<file path="src/rtl/clk_div_ctrl_if.sv">
// Host-side command and divisor-configuration bundle for clk_div_ctrl.
// The host drives commands and offers divisors; the divider returns cfg_ready.
interface clk_div_ctrl_if #(
    parameter int unsigned WIDTH = 32
);
    logic             cmd_run;
    logic             cmd_pause;
    logic             cmd_step;
    logic             cmd_stop;
    logic             cfg_valid;
    logic [WIDTH-1:0] cfg_div;
    logic             cfg_ready;

    modport master (
        output cmd_run, cmd_pause, cmd_step, cmd_stop, cfg_valid, cfg_div,
        input  cfg_ready
    );

    modport slave (
        input  cmd_run, cmd_pause, cmd_step, cmd_stop, cfg_valid, cfg_div,
        output cfg_ready
    );
endinterface

</file>
<file path="src/rtl/clk_div_ctrl.sv">
// Run-controlled, reprogrammable half-period divider producing clk_N and a
// registered tick strobe aligned with each clk_N rising edge.
module clk_div_ctrl #(
    parameter int unsigned WIDTH       = 32,
    parameter int unsigned DEFAULT_DIV = 50_000_000
) (
    input  logic              clk,
    input  logic              rst_n,
    clk_div_ctrl_if.slave     bus,
    output logic              clk_N,
    output logic              tick,
    output logic [1:0]        state,
    output logic              busy
);
    typedef enum logic [1:0] {
        IDLE  = 2'd0,
        RUN   = 2'd1,
        PAUSE = 2'd2,
        STEP  = 2'd3
    } state_t;

    state_t           state_q, state_d;
    logic [WIDTH-1:0] cnt, div_q, div_p;
    logic             pend;
    logic             counting, boundary, apply_pend, accept;

    assign counting   = (state_q == RUN) || (state_q == STEP);
    // A stop in the same cycle suppresses the boundary entirely.
    assign boundary   = counting && !bus.cmd_stop && (cnt == div_q - WIDTH'(1));
    assign apply_pend = pend && (!counting || boundary);
    assign accept     = bus.cfg_valid && !pend;

    assign bus.cfg_ready = !pend;
    assign state         = state_q;
    assign busy          = counting;

    always_ff @(posedge clk) begin
        if (!rst_n) begin
            state_q <= IDLE;
        end else begin
            state_q <= state_d;
        end
    end

    always_comb begin
        state_d = state_q;
        unique case (state_q)
            IDLE: begin
                if (bus.cmd_stop)      state_d = IDLE;
                else if (bus.cmd_run)  state_d = RUN;
                else if (bus.cmd_step) state_d = STEP;
            end
            RUN: begin
                if (bus.cmd_stop)       state_d = IDLE;
                else if (bus.cmd_pause) state_d = PAUSE;
            end
            PAUSE: begin
                if (bus.cmd_stop)      state_d = IDLE;
                else if (bus.cmd_run)  state_d = RUN;
                else if (bus.cmd_step) state_d = STEP;
            end
            STEP: begin
                if (bus.cmd_stop)       state_d = IDLE;
                else if (bus.cmd_pause) state_d = PAUSE;
                else if (bus.cmd_run)   state_d = RUN;
                else if (boundary)      state_d = PAUSE;
            end
            default: state_d = IDLE;
        endcase
    end

    always_ff @(posedge clk) begin
        if (!rst_n) begin
            cnt   <= '0;
            div_q <= WIDTH'(DEFAULT_DIV);
            div_p <= '0;
            pend  <= 1'b0;
            clk_N <= 1'b0;
            tick  <= 1'b0;
        end else begin
            tick <= 1'b0;
            if (bus.cmd_stop) begin
                cnt   <= '0;
                clk_N <= 1'b0;
            end else if (boundary) begin
                cnt   <= '0;
                clk_N <= ~clk_N;
                tick  <= ~clk_N;
            end else if (counting) begin
                cnt <= cnt + WIDTH'(1);
            end else if (pend) begin
                // Retune while idle/paused restarts a full-length half-period.
                cnt <= '0;
            end

            if (apply_pend) begin
                div_q <= div_p;
                pend  <= 1'b0;
            end else if (accept) begin
                div_p <= (bus.cfg_div == '0) ? WIDTH'(1) : bus.cfg_div;
                pend  <= 1'b1;
            end
        end
    end
endmodule

</file>
<file path="src/flat_wrapper.sv">
// flat-port wrapper written by rule: the top's interface ports become plain ports
module clk_div_ctrl_flat 
#(
    parameter int unsigned WIDTH       = 32,
    parameter int unsigned DEFAULT_DIV = 50_000_000
)
  (clk, rst_n, clk_N, tick, state, busy, bus_cmd_run, bus_cmd_pause, bus_cmd_step, bus_cmd_stop, bus_cfg_valid, bus_cfg_div, bus_cfg_ready);
  clk_div_ctrl_if #(.WIDTH(WIDTH)) bus_i ();
  input  logic clk;
  input  logic rst_n;
  output logic clk_N;
  output logic tick;
  output logic [1:0] state;
  output logic busy;
  input wire logic [$bits(bus_i.cmd_run)-1:0] bus_cmd_run;
  input wire logic [$bits(bus_i.cmd_pause)-1:0] bus_cmd_pause;
  input wire logic [$bits(bus_i.cmd_step)-1:0] bus_cmd_step;
  input wire logic [$bits(bus_i.cmd_stop)-1:0] bus_cmd_stop;
  input wire logic [$bits(bus_i.cfg_valid)-1:0] bus_cfg_valid;
  input wire logic [$bits(bus_i.cfg_div)-1:0] bus_cfg_div;
  output wire logic [$bits(bus_i.cfg_ready)-1:0] bus_cfg_ready;
  assign bus_i.cmd_run = bus_cmd_run;
  assign bus_i.cmd_pause = bus_cmd_pause;
  assign bus_i.cmd_step = bus_cmd_step;
  assign bus_i.cmd_stop = bus_cmd_stop;
  assign bus_i.cfg_valid = bus_cfg_valid;
  assign bus_i.cfg_div = bus_cfg_div;
  assign bus_cfg_ready = bus_i.cfg_ready;
  clk_div_ctrl #(.WIDTH(WIDTH), .DEFAULT_DIV(DEFAULT_DIV)) u_core (.clk(clk), .rst_n(rst_n), .bus(bus_i), .clk_N(clk_N), .tick(tick), .state(state), .busy(busy));
endmodule
</file>
<file path="config.mk">
export PLATFORM = sky130hd
export DESIGN_NAME = clk_div_ctrl_flat
export DESIGN_NICKNAME = d
export VERILOG_FILES = /design/src/rtl/clk_div_ctrl_if.sv /design/src/rtl/clk_div_ctrl.sv /design/src/flat_wrapper.sv
export SDC_FILE = /design/constraint.sdc
export NUM_CORES = 1
export LEC_CHECK = 0
export CORE_UTILIZATION = 40
export DETAILED_ROUTE_END_ITERATION = 8
export GPL_TIMING_DRIVEN = 0
export PLACE_DENSITY = 0.63
export SLEW_MARGIN = 20
export SYNTH_ARGS = -nofsm -noshare
export SYNTH_HDL_FRONTEND = slang
export SYNTH_SLANG_ARGS = --single-unit
</file>
<file path="constraint.sdc">
create_clock -name clk -period 4 [get_ports clk]
set_clock_uncertainty 0.1 [all_clocks]
set_input_delay 0.4 -clock clk [delete_from_list [all_inputs] [get_ports clk]]
set_output_delay 0.4 -clock clk [all_outputs]
set_load 0.02 [all_outputs]
</file>
Word level (Yosys, flattened, before mapping) --
Index checks and enable logic that the tools add are counted.
Cells by class: add/sub/neg operators 2, equal/unequal tests 7, mux-type cells 13, bitwise logic cells 4, reductions and logical operators 19
Operator list (count):
- 32-bit two-way mux | 3
- 32-bit by 1-bit adder with 32-bit output (second input constant) | 1
- 32-bit == test | 1
- 32-bit logical NOT | 1
- 32-bit by 1-bit subtractor with 32-bit output (second input constant) | 1
- 2-bit two-way mux | 9
- 2-bit one-hot mux with 3 select lines | 1
- 2-bit OR reduction | 3
- 3-bit OR reduction | 2
- 5-bit by 4-bit inequality test with 1-bit output (second input constant) | 1
- 2-bit == test (second input constant) | 2
- 1-bit logical AND | 4
- 4-bit by 1-bit inequality test with 1-bit output (second input constant) | 1
- 1-bit NOT | 4
- 1-bit logical NOT | 3
- 3-bit inequality test (second input constant) | 1
- 3-bit AND reduction | 1
- 2-bit by 1-bit == test with 1-bit output (second input constant) | 1
- 2-bit logical NOT | 1
- 1-bit logical OR | 2
- 2-bit AND reduction | 1
- 2-bit nonzero test | 1
Word-level totals: flip-flop bits (word level) 101, bits of input ports 39, output and inout bits 6, logic and storage cells 52

Depth between registers and ports, before layout --
depth in word-level cells 9, depth in mapped cells 12, depth with buffers taken out 10

Worst setup path before layout --
Ideal clock, no wire load.
path kind register -> register, start reg u_core.div_q[4], end reg u_core.div_q[10], setup time 0.129 ns, data arrival time 3.300 ns, data required time 3.771 ns, path slack 0.471 ns, stages on the path, launching flop included 11, path buffers 2, cell sequence dfxtp_1 buf_2 nor4_4 nand4_4 o31a_1 or4_1 or4_1 or4_4 nor2_4 buf_4 o211ai_1
Between the ends: cells in the longest elaborated chain, start to end 5
Ends and longest elaborated chain:
- start, declared | line clk_div_ctrl.sv:23 | logic [WIDTH-1:0] cnt, div_q, div_p;
- start signal, assigned | line clk_div_ctrl.sv:75 | div_q <= WIDTH'(DEFAULT_DIV);
- start signal, assigned | line clk_div_ctrl.sv:97 | div_q <= div_p;
- 32-bit by 1-bit subtractor with 32-bit output | line clk_div_ctrl.sv:29 | assign boundary = counting && !bus.cmd_stop && (cnt == div_q - WIDTH'(1));
- 32-bit == test | line clk_div_ctrl.sv:29
- 1-bit logical AND | line clk_div_ctrl.sv:29
- 1-bit logical OR | line clk_div_ctrl.sv:30 | assign apply_pend = pend && (!counting || boundary);
- 1-bit logical AND | line clk_div_ctrl.sv:30
No other way between the ends. A chain may end at the register's enable or synchronous reset.

Final worst setup path --
start reg u_core.div_q[8], end reg u_core.div_q[24]
Same word-level chain as after synthesis.

==> impl_metrics.yaml <==
critical_path:
  cp_cell_sequence: "clkbuf_1 > nor3_2 > nand4_4 > o31a_1 > or4_1 > or4_1 > or4_4 > nor2_4 > buf_4 > o211ai_1"
  worstSetupPathType: "reg2reg"
  crit_fanout: 10
  r2r_end: "u_core.div_q[24]"
  slowest_delay_ns: 0.58
  required_ns: 4.13
  cpLargestDelayFamily: "simple AND/OR/NAND/NOR gates"
  startpoint_type: "flop"
  arrival_ns: 3.95
  reg2reg_from: "u_core.div_q[8]"
  cp-end-kind: "flop"
  cpMostUsedCell: "or4_1"
  rrSetupSlack_ns: 0.17
  cp.buffers_inverters: 2
  critPathSlowestCell: "or4_4"
  cp-startpoint: "u_core.div_q[8]"
  r2r_cells: 10
final_layout:
  final_cell_mix: "dfxtp_1 (101), nand2_1 (81), nand3_1 (68)"
  nets: 915
  final_common_cell: "dfxtp_1"
  area_growth_pct: 17.4
  fin_area_um2: 7430
  nFillCells: 1570
  diodes: 0
  layout-drive-gt1-share: 0.0547
  final_cells: 1089
detailed_routing:
  drc: 0
  avgRoutedWirePerCell_um: 17.3
  avgViaCountPerCell: 5.79
  wl_um: 18900
  vias: 6308
  drt_iter0_drc: 611
  drt_pass1_iterations: 5
  ant_nets: 0
sta:
  post-route-min-period_ns: 3.83
  min_period_over_period: 0.956
  max_slew_margin: 0.425
  tightest_slew_ns: 0.855
  tns_ns: 0
  finalHoldViolations: 0
  rsz0062_at_grt: "false"
  final_max_slew_viol_count: 0
  fmax_ghz: 0.261
  final-setup-viol-count: 0
floorplanning:
  core_um2: 15300
  dieArea_um2: 16300
  pin_count: 45
  initial_core_util: 0.413
  rows: 45
  die-width_um: 128
  dieHeight_um: 128
global_routing:
  globalRoute.totalOverflow: 0
  grt_antenna_before_repair: 0
  grt_pass1_vias: 6028
  grt_max_degree: 17
  grtUsageTotal: 0.241
  grt_pass1_wl_um: 30900
placed_design:
  dpl_cell_area_um2: 7040
  post-dp-hpwl_um: 13800
  dp.cells: 1072
  globalplace.congestion: 0.889
  io_buffers: 44
synth:
  yosysSeqAreaShare: 0.319
  synth_nets: 858
  synth_seq_cells: 101
  ys_warn_count: 0
  netlist_area_um2: 6330
  syn_inst: 817
  synth.avg_cell_area_um2: 7.75
  ys.flop_type: "dfxtp_1"
  synthArstFlopShare: 0
  ys_types: 56
  synth_edf_count: 0
power:
  p_per_area_nw_per_um2: 319
  p_leak_nw: 2.50
  finalPower_mw: 2.37
  peakVddDrop_uv: 195
clock_network:
  cts_tree: "yes"
  htreeDepth: 3
  clk_pin_slew_ns: 0.07
  numCtsBuffers: 9
  cts-root-buf: "clkbuf_16"
  clockBufferDepth: 2
  clk_latency_ns: 0.36
  cts.sinks: 101
hold_path:
  min_path_cells: 2
  hold_class: "reg2reg"
  min_from: "u_core.div_p[7]"
  hold_end: "u_core.div_p[7]"
run_status:
  status: "complete, no violations"
job:
  maxCapViolCount: 0
## cell type report
class | count | area, um2 | area share
multi-input combinational | 622 | 3970 | 0.535
sequential | 101 | 2020 | 0.272
timing repair buffer | 49 | 478 | 0.0644
buffer | 68 | 293 | 0.0394
tap | 211 | 264 | 0.0355
clock buffer | 9 | 225 | 0.0303
clock inverter | 6 | 87.6 | 0.0118
inverter | 23 | 86.3 | 0.0116
## synthesized netlist by cell type, types with 20 or more instances
master	number	area [um2]
a211oi_1	20	150
clkbuf_1	57	214
nor3_1	44	220
and3_1	55	344
nor2_1	31	116
nand3_1	68	340
nor4_1	20	125
a21oi_1	21	105
dfxtp_1	101	2020
nand2_1	81	304
a31oi_1	26	163
o211ai_1	34	255
xnor2_1	26	228
a21boi_0	32	240
inv_1	22	82.6
## metrics by stage
step                      hold slack (ns)   util  setup WS [ns]
after global routing                0.391  0.485         0.0305
after CTS                           0.369  0.483         0.0225
after global placement              0.352  0.459         -0.762
final                               0.365  0.485          0.175
after detailed placement            0.359  0.460         -0.272
after floorplan                     0.343      -          0.471
## how the worst max path moves through the flow
stage	slack [ns]	cells after the start	to
after floorplan	0.47	10	u_core.div_q[10]
after global placement	-0.76	12	u_core.div_q[30]
after detailed placement	-0.27	12	u_core.div_q[30]
after CTS	0.02	12	u_core.div_q[4]
after global routing	0.03	10	u_core.div_q[0]
final	0.17	10	u_core.div_q[24]
## per-layer routing
metal,track usage,share of wire,up-vias
met4,0.113,0.038,0
met3,0.0384,0.048,37
li1,-,-,3143
met5,0,0,-
met2,0.394,0.45,200
met1,0.312,0.46,2928
## cell families after synthesis
logic type / count (synthesis) / synth area share
buffers and inverters: 94 / 0.0599
XOR/XNOR: 45 / 0.0623
AO/OA/AOI/OAI: 186 / 0.213
AND/OR/NAND/NOR: 381 / 0.328
multiplexers: 8 / 0.0132
adder cells (fa/ha/maj): 2 / 0.00395
flip-flops: 101 / 0.319
## tightest hold or removal path, delay by kind of cell, from the launching register on
family,cells,cell delay [ns]
AND/OR/NAND/NOR,1,0.05
AO/OA/AOI/OAI,1,0.06
flip-flops,1,0.31
## registers in the layout (all words and copies together), names as in the netlist
name	flops
u_core.state	2
u_core.clk_N	1
u_core.tick	1
u_core.div_q	32
u_core.cnt	32
u_core.div_p	32
u_core.pend	1
## power by group
| part | internal (mW) | switching (mW) | leakage [nW] |
|---|---|---|---|
| combinational | 0.138 | 0.196 | 1.52 |
| sequential | 1.04 | 0.0406 | 0.822 |
| clock | 0.546 | 0.405 | 0.156 |
## repair_timing
item,4_1_cts,5_1_grt
setup buffers,4,1
endpoints found under the setup margin,61,65
pin swaps,3,2
gates resized for setup,3,12
cloned,0,0
hold buffers,0,0
(Power assumes the default switching activity.)
